[config.mk]
export PLATFORM = sky130hd
export DESIGN_NAME = cpu_run_ctrl
export DESIGN_NICKNAME = d
export VERILOG_FILES = /design/src/rtl/cpu_run_ctrl.sv
export SDC_FILE = /design/constraint.sdc
export NUM_CORES = 1
export LEC_CHECK = 0
export CORE_MARGIN = 2
export CORE_UTILIZATION = 40
export CTS_CLUSTER_DIAMETER = 40
export DETAILED_ROUTE_END_ITERATION = 10
export PLACE_DENSITY = 0.72
export SKIP_CTS_REPAIR_TIMING = 1
export SLEW_MARGIN = 30
export SYNTH_ARGS = -nofsm -noshare
export SYNTH_HDL_FRONTEND = slang
export SYNTH_SLANG_ARGS = --single-unit
[constraint.sdc]
create_clock -name clk -period 7.8 [get_ports clk]
set_input_delay 1.56 -clock clk [delete_from_list [all_inputs] [get_ports clk]]
set_output_delay 1.56 -clock clk [all_outputs]
set_load 0.05 [all_outputs]
[src/rtl/cpu_run_ctrl.sv]
// Run/step/breakpoint controller for the single-cycle CPU: sequences CPU reset,
// gates per-cycle instruction commit, halts on PC breakpoints, counts commits.
module cpu_run_ctrl #(
    parameter int unsigned PC_W       = 32,
    parameter int unsigned CNT_W      = 32,
    parameter int unsigned NUM_BP     = 2,
    parameter int unsigned RST_CYCLES = 4
) (
    input  logic                     clk,
    input  logic                     rst,
    input  logic                     cmd_valid,
    output logic                     cmd_ready,
    input  logic [1:0]               cmd_op,
    input  logic [CNT_W-1:0]         cmd_arg,
    input  logic [NUM_BP-1:0]        bp_en,
    input  logic [NUM_BP*PC_W-1:0]   bp_addr,
    input  logic [PC_W-1:0]          pc,
    output logic                     cpu_rst,
    output logic                     cpu_en,
    output logic                     halted,
    output logic [NUM_BP-1:0]        bp_hit,
    output logic [CNT_W-1:0]         cycle_cnt
);

    localparam int unsigned RCNT_W = (RST_CYCLES > 1) ? $clog2(RST_CYCLES) : 1;

    typedef enum logic [1:0] {
        S_RESET,
        S_HALT,
        S_RUN,
        S_STEP
    } state_t;

    typedef enum logic [1:0] {
        OP_RUN   = 2'b00,
        OP_STEP  = 2'b01,
        OP_HALT  = 2'b10,
        OP_RESET = 2'b11
    } op_t;

    state_t             r_state;
    logic [RCNT_W-1:0]  r_rcnt;
    logic [CNT_W-1:0]   r_scnt;
    logic [CNT_W-1:0]   r_cycle_cnt;
    logic [NUM_BP-1:0]  r_bp_hit;
    logic               r_skip;

    logic [NUM_BP-1:0]  w_hit_vec;
    logic               w_match;
    logic               w_en;
    logic               w_ready;
    logic               w_accept;
    op_t                w_op;

    always_comb begin
        w_hit_vec = '0;
        for (int unsigned i = 0; i < NUM_BP; i++) begin
            w_hit_vec[i] = bp_en[i] && (bp_addr[i*PC_W +: PC_W] == pc);
        end
    end

    // skip masks the breakpoint the CPU is parked on so RUN can move past it
    assign w_match  = (r_state == S_RUN) && (|w_hit_vec) && !r_skip;
    assign w_en     = !rst && (((r_state == S_RUN) && !w_match) || (r_state == S_STEP));
    assign w_ready  = !rst && (r_state != S_RESET);
    assign w_accept = cmd_valid && w_ready;
    assign w_op     = op_t'(cmd_op);

    assign cpu_rst   = rst || (r_state == S_RESET);
    assign cpu_en    = w_en;
    assign halted    = !rst && (r_state == S_HALT);
    assign cmd_ready = w_ready;
    assign bp_hit    = r_bp_hit;
    assign cycle_cnt = r_cycle_cnt;

    always_ff @(posedge clk) begin
        if (rst) begin
            r_state     <= S_RESET;
            r_rcnt      <= RCNT_W'(RST_CYCLES - 1);
            r_scnt      <= '0;
            r_cycle_cnt <= '0;
            r_bp_hit    <= '0;
            r_skip      <= 1'b0;
        end else begin
            if (w_en) begin
                r_cycle_cnt <= r_cycle_cnt + CNT_W'(1);
            end

            case (r_state)
                S_RESET: begin
                    r_cycle_cnt <= '0;
                    r_bp_hit    <= '0;
                    if (r_rcnt == '0) begin
                        r_state <= S_HALT;
                    end else begin
                        r_rcnt <= r_rcnt - RCNT_W'(1);
                    end
                end
                S_RUN: begin
                    r_skip <= 1'b0;
                    if (w_match) begin
                        r_bp_hit <= w_hit_vec;
                        r_state  <= S_HALT;
                    end
                end
                S_STEP: begin
                    r_scnt <= r_scnt - CNT_W'(1);
                    if (r_scnt <= CNT_W'(1)) begin
                        r_state <= S_HALT;
                    end
                end
                default: ;
            endcase

            // an accepted command overrides the state's own next-state choice
            if (w_accept) begin
                case (w_op)
                    OP_RUN: begin
                        if (r_state != S_RUN) begin
                            r_state  <= S_RUN;
                            r_bp_hit <= '0;
                            r_skip   <= (r_state == S_HALT);
                        end
                    end
                    OP_STEP: begin
                        r_state  <= S_STEP;
                        r_scnt   <= (cmd_arg == '0) ? CNT_W'(1) : cmd_arg;
                        r_bp_hit <= '0;
                    end
                    OP_HALT: begin
                        r_state <= S_HALT;
                    end
                    default: begin
                        r_state <= S_RESET;
                        r_rcnt  <= RCNT_W'(RST_CYCLES - 1);
                    end
                endcase
            end
        end
    end

endmodule

==> results.cfg, run 1 <==
[route]
vias_per_cell = 5.61
vias = 4983
drc = 0
avgRoutedWirePerCell_um = 16.6
wl_um = 14800
drtIter0Drc = 382
drtPass1Iterations = 4
ant_nets = 0

[outcome]
status = finished, final reports clean

[worst_setup_path]
path_class = input port to output pin
path_common_cell = clkdlybuf4s50_1
crit_fanout = 36
startpoint = pc[8]
crit_chain = clkdlybuf4s50_1 -> xnor2_1 -> nand4_1 -> nor4_1 -> nand2_1 -> o22ai_2 -> buf_4 -> nor2_1 -> clkdlybuf4s50_1
cpMaxStageDelayCell = clkdlybuf4s50_1
regToRegEndpoint = r_scnt[19]
worst_setup_path_start_kind = input port
cp.arrival_ns = 4.37
critPathMaxStageDelay_ns = 0.72
endpoint_kind = output pin
reg2reg_from = r_state[1]
ff2ff_setup_slack_ns = 5.15
rr_worst_depth = 7
required_ns = 6.24

[power_and_ir_drop]
ir_worst_vdd_mv = 0.109
p_leak_nw = 2.26
power.density_mw_per_mm2 = 139

[yosys]
netlist_area_mm2 = 0.00473
ys_types = 60
syn-num-nets = 718
syn_avg_cell_area_um2 = 8.19
synth_edf_count = 0
yosys_warnings = 0
synth_flop_cell = dfxtp_1
synthTopCellsByCount = dfxtp_1 (71), xnor2_1 (50), nand2_1 (47), nor2_1 (46), xor2_1 (41)
synth-seq-cells = 71
yosysMostFrequentCell = dfxtp_1
synthCells = 577
async_reset_ff_frac = 0
synth_area_leaders = dfxtp_1 (30%), xnor2_1 (9.3%), xor2_1 (7.6%)
yosysTopAreaCellShare = 0.301
yosysTopAreaCell = dfxtp_1
ys_seq_area_frac = 0.301

[cts]
clk-insertion-delay-late_ns = 0.34
htree_levels = 3
clockRootBuffer = clkbuf_16
cts_tree = built
clk_pin_slew_worst_paths_ns = 0.06
cts.sinks = 71
cts_buffers = 9
clk_path_buf_depth = 2

[timing]
hold_slack_ns = 0.482
finClkSkew_ns = 0.00703
setup_ws_ns = 1.87
finalSetupViolations = 0
fmaxAchievable_mhz = 169
setup_tns_ns = 0
tightest_slew_ns = 0.676
period_share = 0.761
hold_violations = 0
slew_viol_final = 0
min_period_ns = 5.93
rsz0062_at_grt = false
relSlewSlack = 0.545

[layout]
finalNetCount = 883
diodes = 0
final_util = 0.599
final_layout_size_suffix_gt1_frac = 0.0737
area.growth.synth_to_final_pct = 45.2

[die]
ioPinCount = 173
row_count = 39
die_y_um = 113
start_util = 0.412
die_area_mm2 = 0.0127
die-width_um = 113
core_area_mm2 = 0.0115

[grt]
grt_usage = 0.233
antenna_found_initial = 0
grt_overflow = 0
grt_pass1_vias = 4802
grt_pass1_wl_um = 24000
grt_max_degree = 37

[min_path]
hp-start = cycle_cnt[5]
hold_depth = 2
min_path_type = flop to flop
hold_end = cycle_cnt[5]

[placement]
place_ws_ns = 1.86
dp_hpwl_um = 11700
place_congestion = 0.938
port_buffers = 172

[run]
cap_violations = 0
==> layout by cell type (no fill, tap or decap), types with 7 or more instances in the layout <==
master / Yosys / layout
clkdlybuf4s50_1: 0 / 172
inv_1: 14 / 14
nor2_1: 46 / 46
clkbuf_16: 0 / 9
o31ai_1: 16 / 16
or3_1: 12 / 12
a22oi_1: 12 / 12
xor2_1: 41 / 41
nor4_1: 26 / 26
xnor2_1: 50 / 50
nand2b_1: 7 / 7
or4_1: 23 / 23
dfxtp_1: 71 / 71
nand2_1: 47 / 47
nand4_1: 24 / 24
a21oi_1: 23 / 23
a211oi_1: 11 / 11
nor3_1: 14 / 14
o21ai_2: 9 / 10
o21ai_0: 14 / 13
nand3_1: 20 / 19
a21oi_2: 10 / 10
==> cell families (layout without fill, tap and decap cells) <==
kind of cell | count (synthesis) | after routing | share of synthesized area
AOI/OAI and AO/OA | 117 | 117 | 0.174
and+or+nand+nor | 252 | 252 | 0.298
adders and majority gates | 6 | 6 | 0.0159
xor gates and xnor gates | 92 | 92 | 0.172
buffers and inverters | 37 | 206 | 0.0352
DFF | 71 | 71 | 0.301
muxes | 2 | 2 | 0.00450
==> critical path: cells and delay by family <==
kind            cells  cell delay (ns)
buf+inv             3             1.56
simple gates        4             0.93
compound gates      1             0.18
xor+xnor            1             0.14
==> state kept, by name, indices dropped and copies added, names as in the netlist <==
register and count:
r_rcnt 2, r_skip 1, cycle_cnt 32, bp_hit 2, r_state 2, r_scnt 32
==> per-layer routing <==
layer	track usage	routed length, um	share of wire
met1	0.309	6720	0.46
met2	0.391	7040	0.48
met3	0.0461	749	0.051
met4	0.0561	252	0.017
met5	0	0	0
==> metrics by stage <==
step	std cells	total power, mW	cell area (um2)
after floorplan	577	0.447	4730
after CTS	889	0.963	6860
after global placement	874	0.545	6560
after detailed placement	874	0.547	6560
after global routing	889	0.992	6860
final	889	0.956	6860
==> cell type report <==
type / count / area (um2)
Inverter: 14 / 52.6
Timing Repair Buffer: 177 / 1760
Clock inverter: 3 / 42.5
Sequential cell: 71 / 1420
Clock buffer: 12 / 256
Fill cell: 1022 / 4600
Multi-Input combinational cell: 469 / 3150
Tap cell: 143 / 179
==> where the power goes <==
part,internal [mW],switching (mW),leakage [nW]
combinational,0.0959,0.0725,1.54
sequential,0.367,0.00570,0.573
clock,0.263,0.152,0.145
total,0.726,0.230,2.26
==> worst max path at each step <==
stage	depth (start not counted)	endpoint
floorplan	8	cpu_en
global placement	9	cpu_en
detailed placement	9	cpu_en
CTS	9	cpu_en
global route	9	cpu_en
finish	9	cpu_en
(Power assumes the default switching activity.)
==> run 2: changes to the inputs <==
Settings changed: PLACE_DENSITY 0.72 to 0.75.
Clock period 7.8 ns to 5.4 ns, I/O delays scaled along.
==> run 2 against run 1 <==
Die area unchanged. Worst hold slack better by 0.0048 ns. First-iteration DRC count fell by 2.1%. Critical path type unchanged. Critical path depth is 1 lower. Combinational power increased by 46%. Largest power group unchanged. Register-to-register slack lost 2.4 ns. Count of clock-buffer cells in the layout is 1 lower. Core utilization down 0.065 points. Sequential power increased by 44%.
==> results.cfg, run 2 (synthesis results as in run 1) <==
[placement]
dpl_cell_area_mm2 = 0.00656
dp_hpwl_um = 12500
place_congestion = 0.939
port_buffers = 172

[worst_setup_path]
crit_fanout = 3
endpoint_kind = output pin
cpMaxStageDelayCell = clkdlybuf4s50_1
critPathMaxStageDelay_ns = 0.72
path_common_cell = clkdlybuf4s50_1
cp.arrival_ns = 3.58
path_class = input port to output pin
required_ns = 4.32
crit_chain = clkdlybuf4s50_1 -> xnor2_1 -> nand4_1 -> nor4_1 -> nand2_1 -> o22ai_2 -> nor2_1 -> clkdlybuf4s50_1
worst_setup_path_start_kind = input port

[power_and_ir_drop]
ir_worst_vdd_mv = 0.162
power.density_mw_per_mm2 = 199
p_leak_nw = 2.26

[grt]
use_met3 = 0.0375
met1_usage = 0.311
grt_max_degree = 37
grt_usage = 0.245
antenna_found_initial = 0
grt_overflow = 0
grt_pass1_vias = 4976
top_usage_layer = met2
met2_usage = 0.438
grt_pass1_wl_um = 25300

[route]
drtPass1Iterations = 4
avgRoutedWirePerCell_um = 17.7
wl_um = 15800
vias_per_cell = 5.68
vias = 5055
ant_nets = 0
drc = 0
drtIter0Drc = 374

[min_path]
min_path_type = flop to flop

[timing]
rsz0062_at_grt = false
min_period_ns = 4.66
relSlewSlack = 0.556
slew_viol_final = 0
hold_slack_ns = 0.487
finalSetupViolations = 0
period_share = 0.863
finClkSkew_ns = 0.0115
tightest_slew_ns = 0.661
fmaxAchievable_mhz = 215
setup_tns_ns = 0
hold_violations = 0

[die]
core_area_mm2 = 0.0115
die-width_um = 113
die_y_um = 113
start_util = 0.412
ioPinCount = 173
die_area_mm2 = 0.0127
row_count = 39

[layout]
finalNetCount = 883
final_util = 0.598
design_area_mm2 = 0.00686
final_layout_size_suffix_gt1_frac = 0.0763
area.growth.synth_to_final_pct = 45.1
final_common_cell = clkdlybuf4s50_1
diodes = 0
final_cell_mix = clkdlybuf4s50_1 (172), dfxtp_1 (71), xnor2_1 (50)

[cts]
cts_tree = built
clockRootBuffer = clkbuf_16
cts.sinks = 71
cts_buffers = 9
htree_levels = 3
clk-insertion-delay-late_ns = 0.33
clk_pin_slew_worst_paths_ns = 0.05
clk_path_buf_depth = 2

[outcome]
status = finished, final reports clean

[run]
cap_violations = 0
## run 2: cell count changes in the layout (fill, tap and decap cells not counted)
cell | before | now
clkinv_4 | 0 | 1
bufinv_16 | 1 | 0
inv_6 | 0 | 2
clkbuf_1 | 1 | 0
## run 2: final timing paths
check / startpoint / endpoint / slack (ns) / cells past startpoint
max: pc[9] / cpu_en / 0.74 / 8
min: cycle_cnt[5] / cycle_cnt[5] / 0.49 / 2
max reg2reg: r_state[1] / r_scnt[29] / 2.77 / 6
min reg2reg: cycle_cnt[5] / cycle_cnt[5] / 0.49 / 2
## run 2: through the flow
step           total power [mW]  cells  setup slack, ns
2_1_floorplan             0.646    577             1.52
3_3_place_gp              0.788    874            0.755
3_5_place_dp              0.791    874            0.725
4_1_cts                    1.36    890            0.719
5_1_grt                    1.41    890            0.621
6_report                   1.36    890            0.740
## run 2: layout make-up
class                           count  area [um2]
Sequential cell                    71        1420
Clock buffer                       11         253
Clock inverter                      5        38.8
Timing Repair Buffer              177        1760
Multi-Input combinational cell    469        3150
Tap cell                          143         179
Inverter                           14        52.6
Fill cell                        1057        4610
## run 2: layer usage
layer,vias up,part of all wire
met5,-,0
li1,2487,-
met3,13,0.035
met4,0,0.012
met2,110,0.51
met1,2445,0.44
## run 2: worst max-delay path: cells and delay by family
kind,cells,cell delay [ns]
simple gates,4,0.88
xor+xnor,1,0.14
buf+inv,2,1.25
compound gates,1,0.23
## run 2: power breakdown
group          total [mW]  switching [mW]  internal [mW]
logic               0.245           0.107          0.138
registers           0.538         0.00831          0.530
clock network       0.578           0.238          0.339
